### src/rtl/ex_result_arbiter.sv
// Per-source result FIFOs drained round-robin onto one registered EX->EXWB bus.
// Optional: EX_RESULT_ARB_JUMP_PRIO_EN gives the jump unit strict priority over the others.

`ifndef INST_TAG_WIDTH
`define INST_TAG_WIDTH 6
`endif
`ifndef TAG_INVALID
`define TAG_INVALID {`INST_TAG_WIDTH{1'b1}}
`endif
`ifndef EX_JUMP_UNIT
`define EX_JUMP_UNIT 2
`endif

module ex_result_arbiter #(
  parameter int  N_SRC  = 3,
  parameter int  DEPTH  = 4,
  parameter int  DATA_W = 32,
  localparam int SW     = $clog2(N_SRC)
) (
  input  logic                                   clk,
  input  logic                                   rst,
  input  logic                                   flush,
  input  logic [N_SRC-1:0][`INST_TAG_WIDTH-1:0]  src_tag,
  input  logic [N_SRC-1:0][DATA_W-1:0]           src_data,
  output logic [N_SRC-1:0]                       src_full,
  input  logic                                   out_stall,
  output logic [`INST_TAG_WIDTH-1:0]             out_tag,
  output logic [SW-1:0]                          out_src,
  output logic [DATA_W-1:0]                      out_data,
  output logic                                   err_ovf
);

  localparam int                TW       = `INST_TAG_WIDTH;
  localparam int                PW       = $clog2(DEPTH);
  localparam int                CW       = PW + 1;
  localparam int                JUMP     = `EX_JUMP_UNIT;
  localparam logic [TW-1:0]     TAG_INV  = `TAG_INVALID;
  localparam logic [SW-1:0]     LAST_RST = SW'(N_SRC - 1);
  localparam logic [CW-1:0]     CNT_FULL = CW'(DEPTH);

  logic [TW-1:0]     tag_mem_q [N_SRC][DEPTH];
  logic [DATA_W-1:0] dat_mem_q [N_SRC][DEPTH];

  logic [PW-1:0] wr_ptr_q [N_SRC];
  logic [PW-1:0] wr_ptr_d [N_SRC];
  logic [PW-1:0] rd_ptr_q [N_SRC];
  logic [PW-1:0] rd_ptr_d [N_SRC];
  logic [CW-1:0] cnt_q    [N_SRC];
  logic [CW-1:0] cnt_d    [N_SRC];

  logic [N_SRC-1:0] req;
  logic [N_SRC-1:0] push;
  logic [N_SRC-1:0] pop;
  logic [N_SRC-1:0] cand;
  logic [N_SRC-1:0] rr_cand;

  logic [SW-1:0]     last_q, last_d;
  logic [TW-1:0]     out_tag_q, out_tag_d;
  logic [SW-1:0]     out_src_q, out_src_d;
  logic [DATA_W-1:0] out_data_q, out_data_d;
  logic              err_ovf_q, err_ovf_d;

  logic          rr_vld;
  logic [SW-1:0] rr_idx;
  logic [SW-1:0] rr_cur;
  logic          jump_win;
  logic          gnt_vld;
  logic [SW-1:0] gnt_idx;
  logic          take;

  // Full is judged on the pre-edge count, so a same-cycle pop never frees a slot for a push.
  always_comb begin
    req      = '0;
    push     = '0;
    cand     = '0;
    src_full = '0;
    for (int i = 0; i < N_SRC; i++) begin
      req[i]      = (src_tag[i] != TAG_INV);
      src_full[i] = (cnt_q[i] == CNT_FULL);
      push[i]     = req[i] & ~src_full[i] & ~flush;
      cand[i]     = (cnt_q[i] != '0);
    end
  end

  always_comb begin
    rr_cand  = cand;
    jump_win = 1'b0;
`ifdef EX_RESULT_ARB_JUMP_PRIO_EN
    rr_cand[JUMP] = 1'b0;
    jump_win      = cand[JUMP];
`endif
    rr_vld = 1'b0;
    rr_idx = '0;
    rr_cur = last_q;
    for (int k = 0; k < N_SRC; k++) begin
      rr_cur = (rr_cur == LAST_RST) ? '0 : rr_cur + SW'(1);
      if (!rr_vld && rr_cand[rr_cur]) begin
        rr_vld = 1'b1;
        rr_idx = rr_cur;
      end
    end
    gnt_vld = jump_win | rr_vld;
    gnt_idx = jump_win ? SW'(JUMP) : rr_idx;
  end

  assign take = ~flush & ~out_stall & gnt_vld;

  always_comb begin
    pop = '0;
    for (int i = 0; i < N_SRC; i++) begin
      pop[i]      = take && (gnt_idx == SW'(i));
      wr_ptr_d[i] = wr_ptr_q[i] + PW'(push[i]);
      rd_ptr_d[i] = rd_ptr_q[i] + PW'(pop[i]);
      cnt_d[i]    = cnt_q[i] + CW'(push[i]) - CW'(pop[i]);
      if (flush) begin
        wr_ptr_d[i] = '0;
        rd_ptr_d[i] = '0;
        cnt_d[i]    = '0;
      end
    end
  end

  always_comb begin
    out_tag_d  = out_tag_q;
    out_src_d  = out_src_q;
    out_data_d = out_data_q;
    last_d     = last_q;
    err_ovf_d  = err_ovf_q | ((|(req & src_full)) & ~flush);
    if (flush) begin
      out_tag_d = TAG_INV;
      last_d    = LAST_RST;
    end else if (!out_stall) begin
      if (gnt_vld) begin
        out_tag_d  = tag_mem_q[gnt_idx][rd_ptr_q[gnt_idx]];
        out_data_d = dat_mem_q[gnt_idx][rd_ptr_q[gnt_idx]];
        out_src_d  = gnt_idx;
        // Jump grants bypass the rotation, so they leave the pointer alone.
        if (!jump_win) last_d = gnt_idx;
      end else begin
        out_tag_d = TAG_INV;
      end
    end
  end

  always_ff @(posedge clk or negedge rst) begin
    if (!rst) begin
      for (int i = 0; i < N_SRC; i++) begin
        wr_ptr_q[i] <= '0;
        rd_ptr_q[i] <= '0;
        cnt_q[i]    <= '0;
      end
      last_q     <= LAST_RST;
      out_tag_q  <= TAG_INV;
      out_src_q  <= '0;
      out_data_q <= '0;
      err_ovf_q  <= 1'b0;
    end else begin
      for (int i = 0; i < N_SRC; i++) begin
        wr_ptr_q[i] <= wr_ptr_d[i];
        rd_ptr_q[i] <= rd_ptr_d[i];
        cnt_q[i]    <= cnt_d[i];
      end
      last_q     <= last_d;
      out_tag_q  <= out_tag_d;
      out_src_q  <= out_src_d;
      out_data_q <= out_data_d;
      err_ovf_q  <= err_ovf_d;
    end
  end

  // Payload storage needs no reset: counts gate every read.
  always_ff @(posedge clk) begin
    for (int i = 0; i < N_SRC; i++) begin
      if (push[i]) begin
        tag_mem_q[i][wr_ptr_q[i]] <= src_tag[i];
        dat_mem_q[i][wr_ptr_q[i]] <= src_data[i];
      end
    end
  end

  assign out_tag  = out_tag_q;
  assign out_src  = out_src_q;
  assign out_data = out_data_q;
  assign err_ovf  = err_ovf_q;

endmodule

### config.mk
export PLATFORM = sky130hd
export DESIGN_NAME = ex_result_arbiter
export DESIGN_NICKNAME = d
export VERILOG_FILES = /design/src/rtl/ex_result_arbiter.sv
export SDC_FILE = /design/constraint.sdc
export NUM_CORES = 1
export LEC_CHECK = 0
export BUFFER_PORTS_ARGS = -buffer_cell sky130_fd_sc_hd__buf_2
export CORE_AREA = 2 2 199 201
export CTS_BUF_LIST = sky130_fd_sc_hd__clkbuf_4 sky130_fd_sc_hd__clkbuf_8
export CTS_CLUSTER_DIAMETER = 30
export DETAILED_ROUTE_END_ITERATION = 10
export DIE_AREA = 0 0 201 203
export GPL_TIMING_DRIVEN = 1
export PLACE_DENSITY = 0.82
export SLEW_MARGIN = 30
export SYNTH_ARGS = -nofsm -noshare
export SYNTH_HDL_FRONTEND = slang
export SYNTH_SLANG_ARGS = --single-unit
### constraint.sdc
create_clock -name clk -period 4.75 [get_ports clk]
set_input_delay 0.95 -clock clk [delete_from_list [all_inputs] [get_ports clk]]
set_output_delay 0.95 -clock clk [all_outputs]
set_load 0.005 [all_outputs]
==> impl_metrics.env, run 1 <==
export IMPL_timing_rr_start="cnt_q[1]"
export IMPL_grt_usage=0.262
export IMPL_path_cells="nor3_2 > o221a_2 > buf_4 > mux2i_1 > and3_1 > buf_12 > nor3_1 > o32a_1"
export IMPL_cts_made_buffers=84
export IMPL_place_congestion=0.887
export IMPL_synth_edf_count=456
export IMPL_yosysTopAreaCell="edfxtp_1"
export IMPL_dieArea_sq_um=40800
export IMPL_rsz0062_at_grt="false"
export IMPL_ys_warn_count=0
export IMPL_root_buffer="clkbuf_8"
export IMPL_nNetsFinal=1634
export IMPL_final_period_utilization=0.740
export IMPL_crit_path_end_kind="flop"
export IMPL_internal_power_mw=9.83
export IMPL_hold_violations=0
export IMPL_cts_tree="yes"
export IMPL_async_flop_share=0.123
export IMPL_grt_start_max_net_pins=79
export IMPL_p_comb_frac=0.332
export IMPL_vias=12900
export IMPL_synth_avg_cell_area_sq_um=16.0
export IMPL_powerDensity_nw_per_um2=624
export IMPL_status="complete, no violations"
export IMPL_synth_nets=1446
export IMPL_worst_path_max_fanout=21
export IMPL_r2r_end="out_data[18]"
export IMPL_grt_pass1_wl_mm=79.9
export IMPL_wire_per_inst_microns=25.3
export IMPL_synth_top_cell_area_share=0.649
export IMPL_fmax_mhz=284
export IMPL_vias_per_cell=6.13
export IMPL_synthAdderAreaFrac=0.00641
export IMPL_max_stage_delay_ns=0.70
export IMPL_crit_required_ns=5.23
export IMPL_finalCriticalPeriod_ns=3.52
export IMPL_drv_slew=0
export IMPL_cts_htree_levels=3
export IMPL_clock_sinks=520
export IMPL_cap_violations=0
export IMPL_start_util=0.548
export IMPL_synthTopCellsByArea="edfxtp_1 65%, dfrtp_1 6.8%, mux2i_1 4.3%, a211oi_1 2.4%, nor2b_1 2.4%"
export IMPL_muxShareOfSynthArea=0.0465
export IMPL_dr_pass1_iters=6
export IMPL_synth_ff_type="edfxtp_1"
export IMPL_path_clk_slew_ns=0.06
export IMPL_overflow=0
export IMPL_switching_power_mw=5.24
export IMPL_synthSimpleGateAreaFrac=0.0803
export IMPL_io_pins=162
export IMPL_hold_path_class="input pin to asynchronous set/reset pin"
export IMPL_relSlewSlack=0.399
export IMPL_slowest_stage="and3_1"
export IMPL_antenna_found_initial=16
export IMPL_arrival_ns=3.99
export IMPL_synth_seq_area_share=0.726
export IMPL_cts_setup_buffers=0
export IMPL_drt_iter0_drc=1721
export IMPL_io_buffers=161
export IMPL_drt_total_wl_mm=53.4
export IMPL_rows=72
export IMPL_synthXorXnorAreaFrac=0.00706
export IMPL_core_sq_um=38500
export IMPL_placed_cell_area_sq_um=22300
export IMPL_drive_above_1_share=0.261
export IMPL_peakVddDrop_mv=0.474
export IMPL_cellLeakagePower_nw=8.21
export IMPL_finalSetupViolCount=0
export IMPL_postCtsHoldBufs=0
export IMPL_power_frac_seq=0.395
export IMPL_reg2reg_depth=8
export IMPL_dp_hpwl_mm=33.4
export IMPL_finClkSkew_ns=0.0310
export IMPL_synth_compound_area_frac=0.103
export IMPL_syn2layout_area_growth_pct=14.5
export IMPL_ctsResizeCount=0
export IMPL_clk_latency_ns=0.62
export IMPL_setup_tns_final_ns=0
export IMPL_start_kind="flop"
export IMPL_detail_route_antenna_nets=0
export IMPL_clk_path_buf_depth=3
export IMPL_synth_cell_types=62
export IMPL_worst_setup_path_type="flop to flop"
export IMPL_swShare=0.348
export IMPL_yosys_register_bits=520
export IMPL_p_clk_frac=0.273
export IMPL_worst_slew_pin_slew_ns=0.902
export IMPL_grt_pass1_vias=13000
export IMPL_syn_area_sq_um=21100
export IMPL_syn_inst=1319
export IMPL_die_h_microns=203
export IMPL_drc=0
export IMPL_r2r_slack_ns=1.23
export IMPL_fp_dieW_microns=201
export IMPL_fin_area_sq_um=24100
export IMPL_synth_top_family_by_area="compound AO/OA/AOI/OAI gates"
-- worst max-delay path by stage --
stage / to / start / slack [ns] / cells past startpoint
after floorplan: dat_mem_q[1][64] / flush / 1.00 / 4
after global placement: out_data[2] / flush / 1.10 / 7
after detailed placement: cnt_q[2] / flush / 1.14 / 11
after CTS: out_data[18] / cnt_q[1] / 1.27 / 8
after global routing: cnt_q[8] / cnt_q[1] / 0.97 / 11
final: out_data[18] / cnt_q[1] / 1.23 / 8
-- synth_stat cells, types with 3 or more instances --
cell type / n
a211oi_1: 67
a211oi_2: 23
a21oi_1: 40
a22oi_1: 44
a2bb2oi_1: 6
a31oi_1: 7
and2b_1: 6
and2b_2: 14
and3_1: 6
and3b_1: 3
buf_2: 14
buf_6: 8
clkbuf_1: 42
clkbuf_8: 15
dfrtp_1: 57
dfstp_2: 7
dlymetal6s2s_1: 3
edfxtp_1: 456
fa_1: 3
ha_1: 6
inv_1: 3
mux2_2: 7
mux2i_1: 90
nand2_1: 20
nand3_1: 9
nand4_1: 3
nor2_1: 63
nor2b_1: 80
nor3_1: 41
nor3b_1: 11
nor4_1: 31
o211ai_1: 8
o21ai_0: 9
o22ai_1: 34
o32a_1: 31
or3_1: 3
or4_1: 3
xnor2_1: 10
xor2_1: 7
-- registers in the layout, summed over array words and instances, names as in the netlist --
name and count:
cnt_q 9, dat_mem_q 384, err_ovf 1, last_q 2, out_data 32, out_src 2
out_tag 6, rd_ptr_q 6, tag_mem_q 72, wr_ptr_q 6
-- placed cells by master, fill, tap and decap left out, types with 8 or more instances in the layout --
master and n:
buf_4 25, a21oi_1 40, diode_2 16, buf_2 161, a211oi_1 67, nor3b_1 8, o22ai_1 34, clkbuf_8 91
edfxtp_1 456, clkbuf_4 27, mux2i_1 90, dfrtp_1 54, nor3_1 41, o211ai_1 8, nor4_1 31, clkinv_2 9
clkinv_1 8, nor2_1 60, a211oi_2 23, xnor2_1 10, nor2b_1 80, o21ai_0 9, nand2_1 20, a22oi_1 44
and2b_2 14, o32a_1 31, nand3_1 9
-- power by group through the flow --
stage                     registers (mW)  logic (mW)  clock network, mW
final                               5.96        5.00               4.11
after global routing                6.00        5.35               4.36
after CTS                           5.95        4.93               4.15
after detailed placement            6.04        4.86                  0
after global placement              6.02        4.77                  0
after floorplan                     5.88        3.66                  0
-- kinds of logic after synthesis --
family / count (synthesis)
flip-flops: 520
multiplexers: 97
buffers and inverters: 92
AND/OR/NAND/NOR: 302
adder cells (fa/ha/maj): 9
AO/OA/AOI/OAI: 282
XOR/XNOR: 17
-- metrics by stage --
stage / cells / hold WS (ns) / util / setup slack, ns / total power, mW
final: 2107 / 0.404 / 0.628 / 1.23 / 15.1
after global routing: 2100 / 0.440 / 0.627 / 0.974 / 15.7
after CTS: 2091 / 0.405 / 0.627 / 1.27 / 15.0
after detailed placement: 1939 / 0.470 / 0.579 / 1.14 / 10.9
after global placement: 1938 / 0.456 / 0.578 / 1.10 / 10.8
after floorplan: 1319 / 0.468 / - / 1.00 / 9.54
-- layer usage --
layer | global-route usage | wire length, microns | up-vias
li1 | - | - | 5625
met1 | 0.367 | 21600 | 6398
met2 | 0.396 | 24700 | 766
met3 | 0.0644 | 5520 | 118
met4 | 0.108 | 1520 | 4
met5 | 0 | 17 | -
-- cell type report --
type | instances | area [sq um]
sequential | 520 | 15300
fill | 2670 | 14300
multi-input combinational | 707 | 5220
clock buffer | 118 | 1460
timing repair buffer | 191 | 1090
tap | 518 | 648
clock inverter | 34 | 369
antenna | 16 | 40.0
inverter | 3 | 11.3
-- worst max-delay path, delay by kind of cell (launching register included) --
family          cells  cell delay (ns)
compound gates      2             0.51
mux                 1             0.49
flops               1             0.45
simple gates        3             1.38
buf+inv             2             0.55
(Power assumes the default switching activity.)
==> run 2, diff against run 1 <==
--- a/config.mk
+++ b/config.mk
@@ -5,14 +5,15 @@
 export SDC_FILE = /design/constraint.sdc
 export NUM_CORES = 1
 export LEC_CHECK = 0
+export ABC_AREA = 1
 export BUFFER_PORTS_ARGS = -buffer_cell sky130_fd_sc_hd__buf_2
-export CORE_AREA = 2 2 199 201
+export CORE_AREA = 2 2 202 204
 export CTS_BUF_LIST = sky130_fd_sc_hd__clkbuf_4 sky130_fd_sc_hd__clkbuf_8
 export CTS_CLUSTER_DIAMETER = 30
 export DETAILED_ROUTE_END_ITERATION = 10
-export DIE_AREA = 0 0 201 203
+export DIE_AREA = 0 0 204 206
 export GPL_TIMING_DRIVEN = 1
-export PLACE_DENSITY = 0.82
+export PLACE_DENSITY = 0.84
 export SLEW_MARGIN = 30
 export SYNTH_ARGS = -nofsm -noshare
 export SYNTH_HDL_FRONTEND = slang
==> constraint.sdc (replaced) <==
create_clock -name clk -period 3.1 [get_ports clk]
set_input_delay 0.62 -clock clk [delete_from_list [all_inputs] [get_ports clk]]
set_output_delay 0.62 -clock clk [all_outputs]
set_load 0.005 [all_outputs]
==> run 2 against run 1 <==
The run now ends with hold timing left. Critical path depth rose by 10. Worst hold slack got worse by 0.44 ns. Cell count up 28%. Global-route usage grew 1.9 points. Setup slack got worse by 1.0 ns. Maximum frequency increased by 21%. Final area grew 5.7%. Sequential cell count did not move. Synthesized cell count rose by 43%. Sequential share of layout area decreased by 3.4 points. Die area is 3.0% higher. Wire length up 9.8%.
==> impl_metrics.env, run 2 <==
export IMPL_clk_path_buf_depth=3
export IMPL_slowest_stage="dfrtp_1"
export IMPL_grt_pass1_wl_mm=88.1
export IMPL_wire_per_inst_microns=21.7
export IMPL_dieArea_sq_um=42000
export IMPL_hold_violations=25
export IMPL_crit_top_cell="nand2_1"
export IMPL_core_sq_um=40200
export IMPL_synth_ff_type="edfxtp_1"
export IMPL_fmax_mhz=344
export IMPL_grt_pass1_vias=15700
export IMPL_hold_path_class="input pin to asynchronous set/reset pin"
export IMPL_status="complete, but fails checks"
export IMPL_arrival_ns=3.53
export IMPL_met3WireLength_mm=7.22
export IMPL_root_buffer="clkbuf_8"
export IMPL_r2r_slack_ns=0.19
export IMPL_largest_reg_flops=384
export IMPL_drive_above_1_share=0.219
export IMPL_detail_route_antenna_nets=0
export IMPL_final_common_cell="nand2_1"
export IMPL_synth_avg_cell_area_sq_um=11.4
export IMPL_clock_sinks=520
export IMPL_dr_pass1_iters=7
export IMPL_synth_cell_types=30
export IMPL_io_buffers=161
export IMPL_io_pins=162
export IMPL_relSlewSlack=0.505
export IMPL_grt_start_max_net_pins=125
export IMPL_cts_made_buffers=94
export IMPL_crit_path_end_kind="flop"
export IMPL_antenna_found_initial=12
export IMPL_yosysTopAreaCell="edfxtp_1"
export IMPL_die_h_microns=206
export IMPL_final_period_utilization=0.938
export IMPL_dp_hpwl_mm=33.3
export IMPL_cts_htree_levels=3
export IMPL_path_clk_slew_ns=0.06
export IMPL_yosysMostFrequentCell="nand2_1"
export IMPL_violations="hold timing"
export IMPL_yosys_register_bits=520
export IMPL_grt_usage=0.280
export IMPL_synth_top_cell_area_share=0.633
export IMPL_async_flop_share=0.123
export IMPL_postCtsHoldBufs=0
export IMPL_drt_iter0_drc=2026
export IMPL_vias=15900
export IMPL_worst_slew_pin_slew_ns=0.742
export IMPL_rows=74
export IMPL_drc=0
export IMPL_max_stage_delay_ns=0.42
export IMPL_finClkSkew_ns=0.0465
export IMPL_drt_met1_wl_mm=20.6
export IMPL_dr_wl_met2_mm=28.0
export IMPL_ys_top_cells_by_count="556 x nand2_1, 456 x edfxtp_1, 396 x nand3_1, 77 x o21ai_0, 59 x buf_2"
export IMPL_nNetsFinal=2207
export IMPL_worst_path_max_fanout=24
export IMPL_syn_inst=1889
export IMPL_start_kind="flop"
export IMPL_crit_required_ns=3.72
export IMPL_highest_layer="met5"
export IMPL_place_congestion=0.869
export IMPL_syn_area_sq_um=21600
export IMPL_finalCriticalPeriod_ns=2.91
export IMPL_finalSetupViolCount=0
export IMPL_drv_slew=0
export IMPL_synth_edf_count=456
export IMPL_syn2layout_area_growth_pct=18.1
export IMPL_worst_setup_path_type="flop to flop"
export IMPL_fp_dieW_microns=204
export IMPL_clk_latency_ns=0.68
export IMPL_cts_tree="yes"
export IMPL_start_util=0.538
export IMPL_ys_warn_count=0
export IMPL_drt_total_wl_mm=58.6
export IMPL_vias_per_cell=5.90
export IMPL_layout_common_cells="548 x nand2_1, 456 x edfxtp_1, 396 x nand3_1, 160 x buf_2, 102 x clkbuf_8"
export IMPL_synth_seq_area_share=0.708
export IMPL_hold_worst_slack_ns=-0.0403
export IMPL_cap_violations=0
export IMPL_setup_tns_final_ns=0
export IMPL_synthTopCellsByArea="edfxtp_1 63%, nand2_1 9.7%, nand3_1 9.2%, dfrtp_1 6.6%, o21ai_0 1.8%"
export IMPL_path_cells="nor2_2 > nand2_1 > nand2_1 > nand3_1 > nand2_1 > nand2_1 > nand2_4 > nand2_4 > inv_1 > nand2_1 > nand2_1 > nand2_2 > inv_2 > buf_12 > nand3_1 > nand3_1 > nand2_1 > inv_1"
export IMPL_overflow=0
export IMPL_synth_nets=2016
==> run 2: per-stage QoR <==
stage	instances	cell area (sq um)	hold slack (ns)	setup WS [ns]	utilization
finish	2701	25500	-0.0403	0.193	0.635
global route	2698	25500	0.00592	-0.00770	0.635
CTS	2693	25500	0.123	0.0888	0.634
detailed placement	2515	23200	0.460	0.116	0.578
global placement	2515	23200	0.458	0.266	0.578
floorplan	1889	21700	0.324	-0.193	-
==> run 2: repair_timing <==
item / 4_1_cts / 5_1_grt
setup endpoints to repair: 1 / 36
resized for setup: 1 / 6
setup buffers: 0 / 1
==> run 2: cells by family (layout without fill, tap and decap cells) <==
family,count (synthesis),count (layout),synth area share
other,0,7,0
xor gates and xnor gates,9,9,0.00365
adders and majority gates,9,9,0.00625
AOI/OAI and AO/OA,114,114,0.0266
and+or+nand+nor,1059,1059,0.216
DFF,520,520,0.708
buffers and inverters,178,451,0.0399
==> run 2: worst max-delay path, delay by kind of cell, from the launching register on <==
family        cells  cell delay (ns)
flops             1             0.42
simple gates     14             1.53
buf+inv           4             0.87
==> run 2: worst paths after layout <==
| kind | startpoint | end | cells past startpoint |
|---|---|---|---|
| worst max register to register | cnt_q[4] | out_tag[4] | 18 |
| worst min register to register | out_data[8] | out_data[8] | 2 |
| min in group clk | src_data[64] | dat_mem_q[2][64] | 1 |
| worst min-delay path | rst | out_data[22] | 1 |
| max in group asynchronous | rst | out_tag[5] | 2 |
| worst max-delay path | cnt_q[4] | out_tag[4] | 18 |
==> run 2: cell type report <==
class / count / area, sq um
timing repair buffer: 215 / 1440
clock buffer: 119 / 1530
clock inverter: 59 / 724
inverter: 58 / 223
fill: 2837 / 14700
sequential: 520 / 15300
tap: 532 / 666
multi-input combinational: 1191 / 5620
antenna: 7 / 17.5
==> run 2: layer usage <==
| metal | track usage | vias to the layer above |
|---|---|---|
| met3 | 0.0702 | 240 |
| met5 | 0 | - |
| met1 | 0.350 | 7547 |
| li1 | - | 7001 |
| met4 | 0.149 | 14 |
| met2 | 0.454 | 1130 |
Power of run 2 is not shown: default switching activity piles up to over one toggle a cycle in this logic, so the estimate is an artifact.
==> run 3, diff against run 2 <==
--- a/config.mk
+++ b/config.mk
@@ -6,10 +6,9 @@
 export NUM_CORES = 1
 export LEC_CHECK = 0
 export ABC_AREA = 1
-export BUFFER_PORTS_ARGS = -buffer_cell sky130_fd_sc_hd__buf_2
+export BUFFER_PORTS_ARGS = -buffer_cell sky130_fd_sc_hd__buf_4
 export CORE_AREA = 2 2 202 204
 export CTS_BUF_LIST = sky130_fd_sc_hd__clkbuf_4 sky130_fd_sc_hd__clkbuf_8
-export CTS_CLUSTER_DIAMETER = 30
 export DETAILED_ROUTE_END_ITERATION = 10
 export DIE_AREA = 0 0 204 206
 export GPL_TIMING_DRIVEN = 1
==> run 3 against run 2 <==
The flow now finishes without violations. Cell count decreased by 1.4%. Sequential share of layout area increased by 0.38 points. Critical endpoint is now out_data[17]. Final area shrank 0.63%. Highest routed layer is now met4. Maximum frequency is 0.87% lower. Count of clock-buffer cells in the layout decreased by 13. Wire length is essentially flat. Largest cell class unchanged. Clock skew fell by 0.014 ns. Non-clock buffer count up 8. First-iteration DRC count rose by 4.8%.
==> impl_metrics.env, run 3 (synthesis gave the netlist of run 2 again) <==
export IMPL_grt_usage=0.279
export IMPL_dr_pass1_iters=6
export IMPL_hold_violations=0
export IMPL_io_pins=162
export IMPL_die_h_microns=206
export IMPL_relSlewSlack=0.512
export IMPL_final_cells=2664
export IMPL_arrival_ns=3.42
export IMPL_worst_setup_path_type="flop to flop"
export IMPL_met1_usage=0.350
export IMPL_wire_per_inst_microns=22.0
export IMPL_worst_slew_pin_slew_ns=0.733
export IMPL_drive_above_1_share=0.203
export IMPL_final_common_cell="nand2_1"
export IMPL_grt_pass1_vias=16000
export IMPL_clk_path_buf_depth=3
export IMPL_hold_path_class="input pin to asynchronous set/reset pin"
export IMPL_drt_iter0_drc=2123
export IMPL_dieArea_sq_um=42000
export IMPL_nNetsFinal=2200
export IMPL_grtUsageMet2=0.452
export IMPL_start_util=0.538
export IMPL_drt_total_wl_mm=58.7
export IMPL_drv_slew=0
export IMPL_finalSetupViolCount=0
export IMPL_fmax_mhz=341
export IMPL_vias_per_cell=5.97
export IMPL_dp_hpwl_mm=34.2
export IMPL_dp_cells=2522
export IMPL_cts_made_buffers=79
export IMPL_antenna_found_initial=2
export IMPL_final_period_utilization=0.946
export IMPL_path_clk_slew_ns=0.07
export IMPL_grt_start_max_net_pins=89
export IMPL_finClkSkew_ns=0.0329
export IMPL_finalCriticalPeriod_ns=2.93
export IMPL_met3_usage=0.0635
export IMPL_reg2reg_depth=18
export IMPL_postCtsHoldBufs=0
export IMPL_grt_busiest_layer="met2"
export IMPL_clock_sinks=520
export IMPL_detail_route_antenna_nets=0
export IMPL_start_kind="flop"
export IMPL_cts_tree="yes"
export IMPL_crit_path_end_kind="flop"
export IMPL_hold_worst_slack_ns=0.0252
export IMPL_vias=15900
export IMPL_clk_latency_ns=0.62
export IMPL_io_buffers=161
export IMPL_drc=0
export IMPL_status="complete, no violations"
export IMPL_layout_common_cells="549 x nand2_1, 456 x edfxtp_1, 396 x nand3_1, 194 x buf_4, 84 x clkbuf_8"
export IMPL_place_congestion=0.837
export IMPL_cap_violations=0
export IMPL_syn2layout_area_growth_pct=17.3
export IMPL_worst_path_max_fanout=20
export IMPL_root_buffer="clkbuf_8"
export IMPL_fp_dieW_microns=204
export IMPL_overflow=0
export IMPL_placed_cell_area_sq_um=23800
export IMPL_grt_pass1_wl_mm=88.3
export IMPL_crit_required_ns=3.59
export IMPL_cts_htree_levels=3
export IMPL_dp_slack_ns=0.105
export IMPL_layout_setup_ws_ns=0.167
export IMPL_largest_reg_flops=384
export IMPL_fin_area_sq_um=25400
export IMPL_core_sq_um=40200
export IMPL_rows=74
## run 3: cell count changes in the layout (fill, tap and decap cells not counted), moves of 7 or more
| cell | delta |
|---|---|
| bufinv_16 | -13 |
| clkinvlp_4 | -10 |
| buf_4 | +160 |
| buf_2 | -160 |
| clkinv_1 | +7 |
| clkbuf_8 | -18 |
## run 3: worst paths after layout
path                               from  slack, ns                 to
min reg2reg                out_data[31]       0.48       out_data[31]
min in group clk           src_data[61]       0.21  dat_mem_q[1][125]
max reg2reg                    cnt_q[7]       0.17       out_data[17]
min                                 rst       0.03       out_data[27]
max                            cnt_q[7]       0.17       out_data[17]
max in group asynchronous           rst       2.54       out_data[16]
## run 3: layer usage
metal / vias up / wire (microns)
met5: - / 0
li1: 6948 / -
met1: 7505 / 20200
met4: 0 / 2850
met3: 256 / 7240
met2: 1184 / 28400
## run 3: critical path, cell delays in order, from the launching register on
cell and delay, ns:
dfrtp_1 0.42, nor2_1 0.20, nand2_1 0.11, nand2_1 0.10, nand2_1 0.07, nor2_2 0.12, nand4_1 0.25, nand2_4 0.16
buf_6 0.20, nand2_1 0.11, nand2_1 0.09, nand2_1 0.13, nand2_8 0.22, buf_4 0.25, nand2_1 0.09, nand3_1 0.09
nand2_1 0.06, nand2_1 0.05, nand2_1 0.05
## run 3: final cells by class
class                   instances  area (sq um)
diodes                          2          5.00
fillers                      2868         14800
inverters                      58           225
flip-flops and latches        520         15300
clock buffers                 106          1320
clock inverters                32           204
well taps                     532           666
repair buffers                223          2010
multi-input cells            1191          5640
## run 3: through the flow
stage                     utilization  TNS (ns)
after floorplan                     -    -58.79
after global placement          0.591         0
after detailed placement        0.591         0
after CTS                       0.629         0
after global routing            0.631    -0.670
final                           0.631         0
## run 3: what timing repair did
item	CTS	global route
setup buffers	0	1
gates resized for setup	0	13
setup endpoints to repair	0	37
Power of run 3 is left out for the same reason.
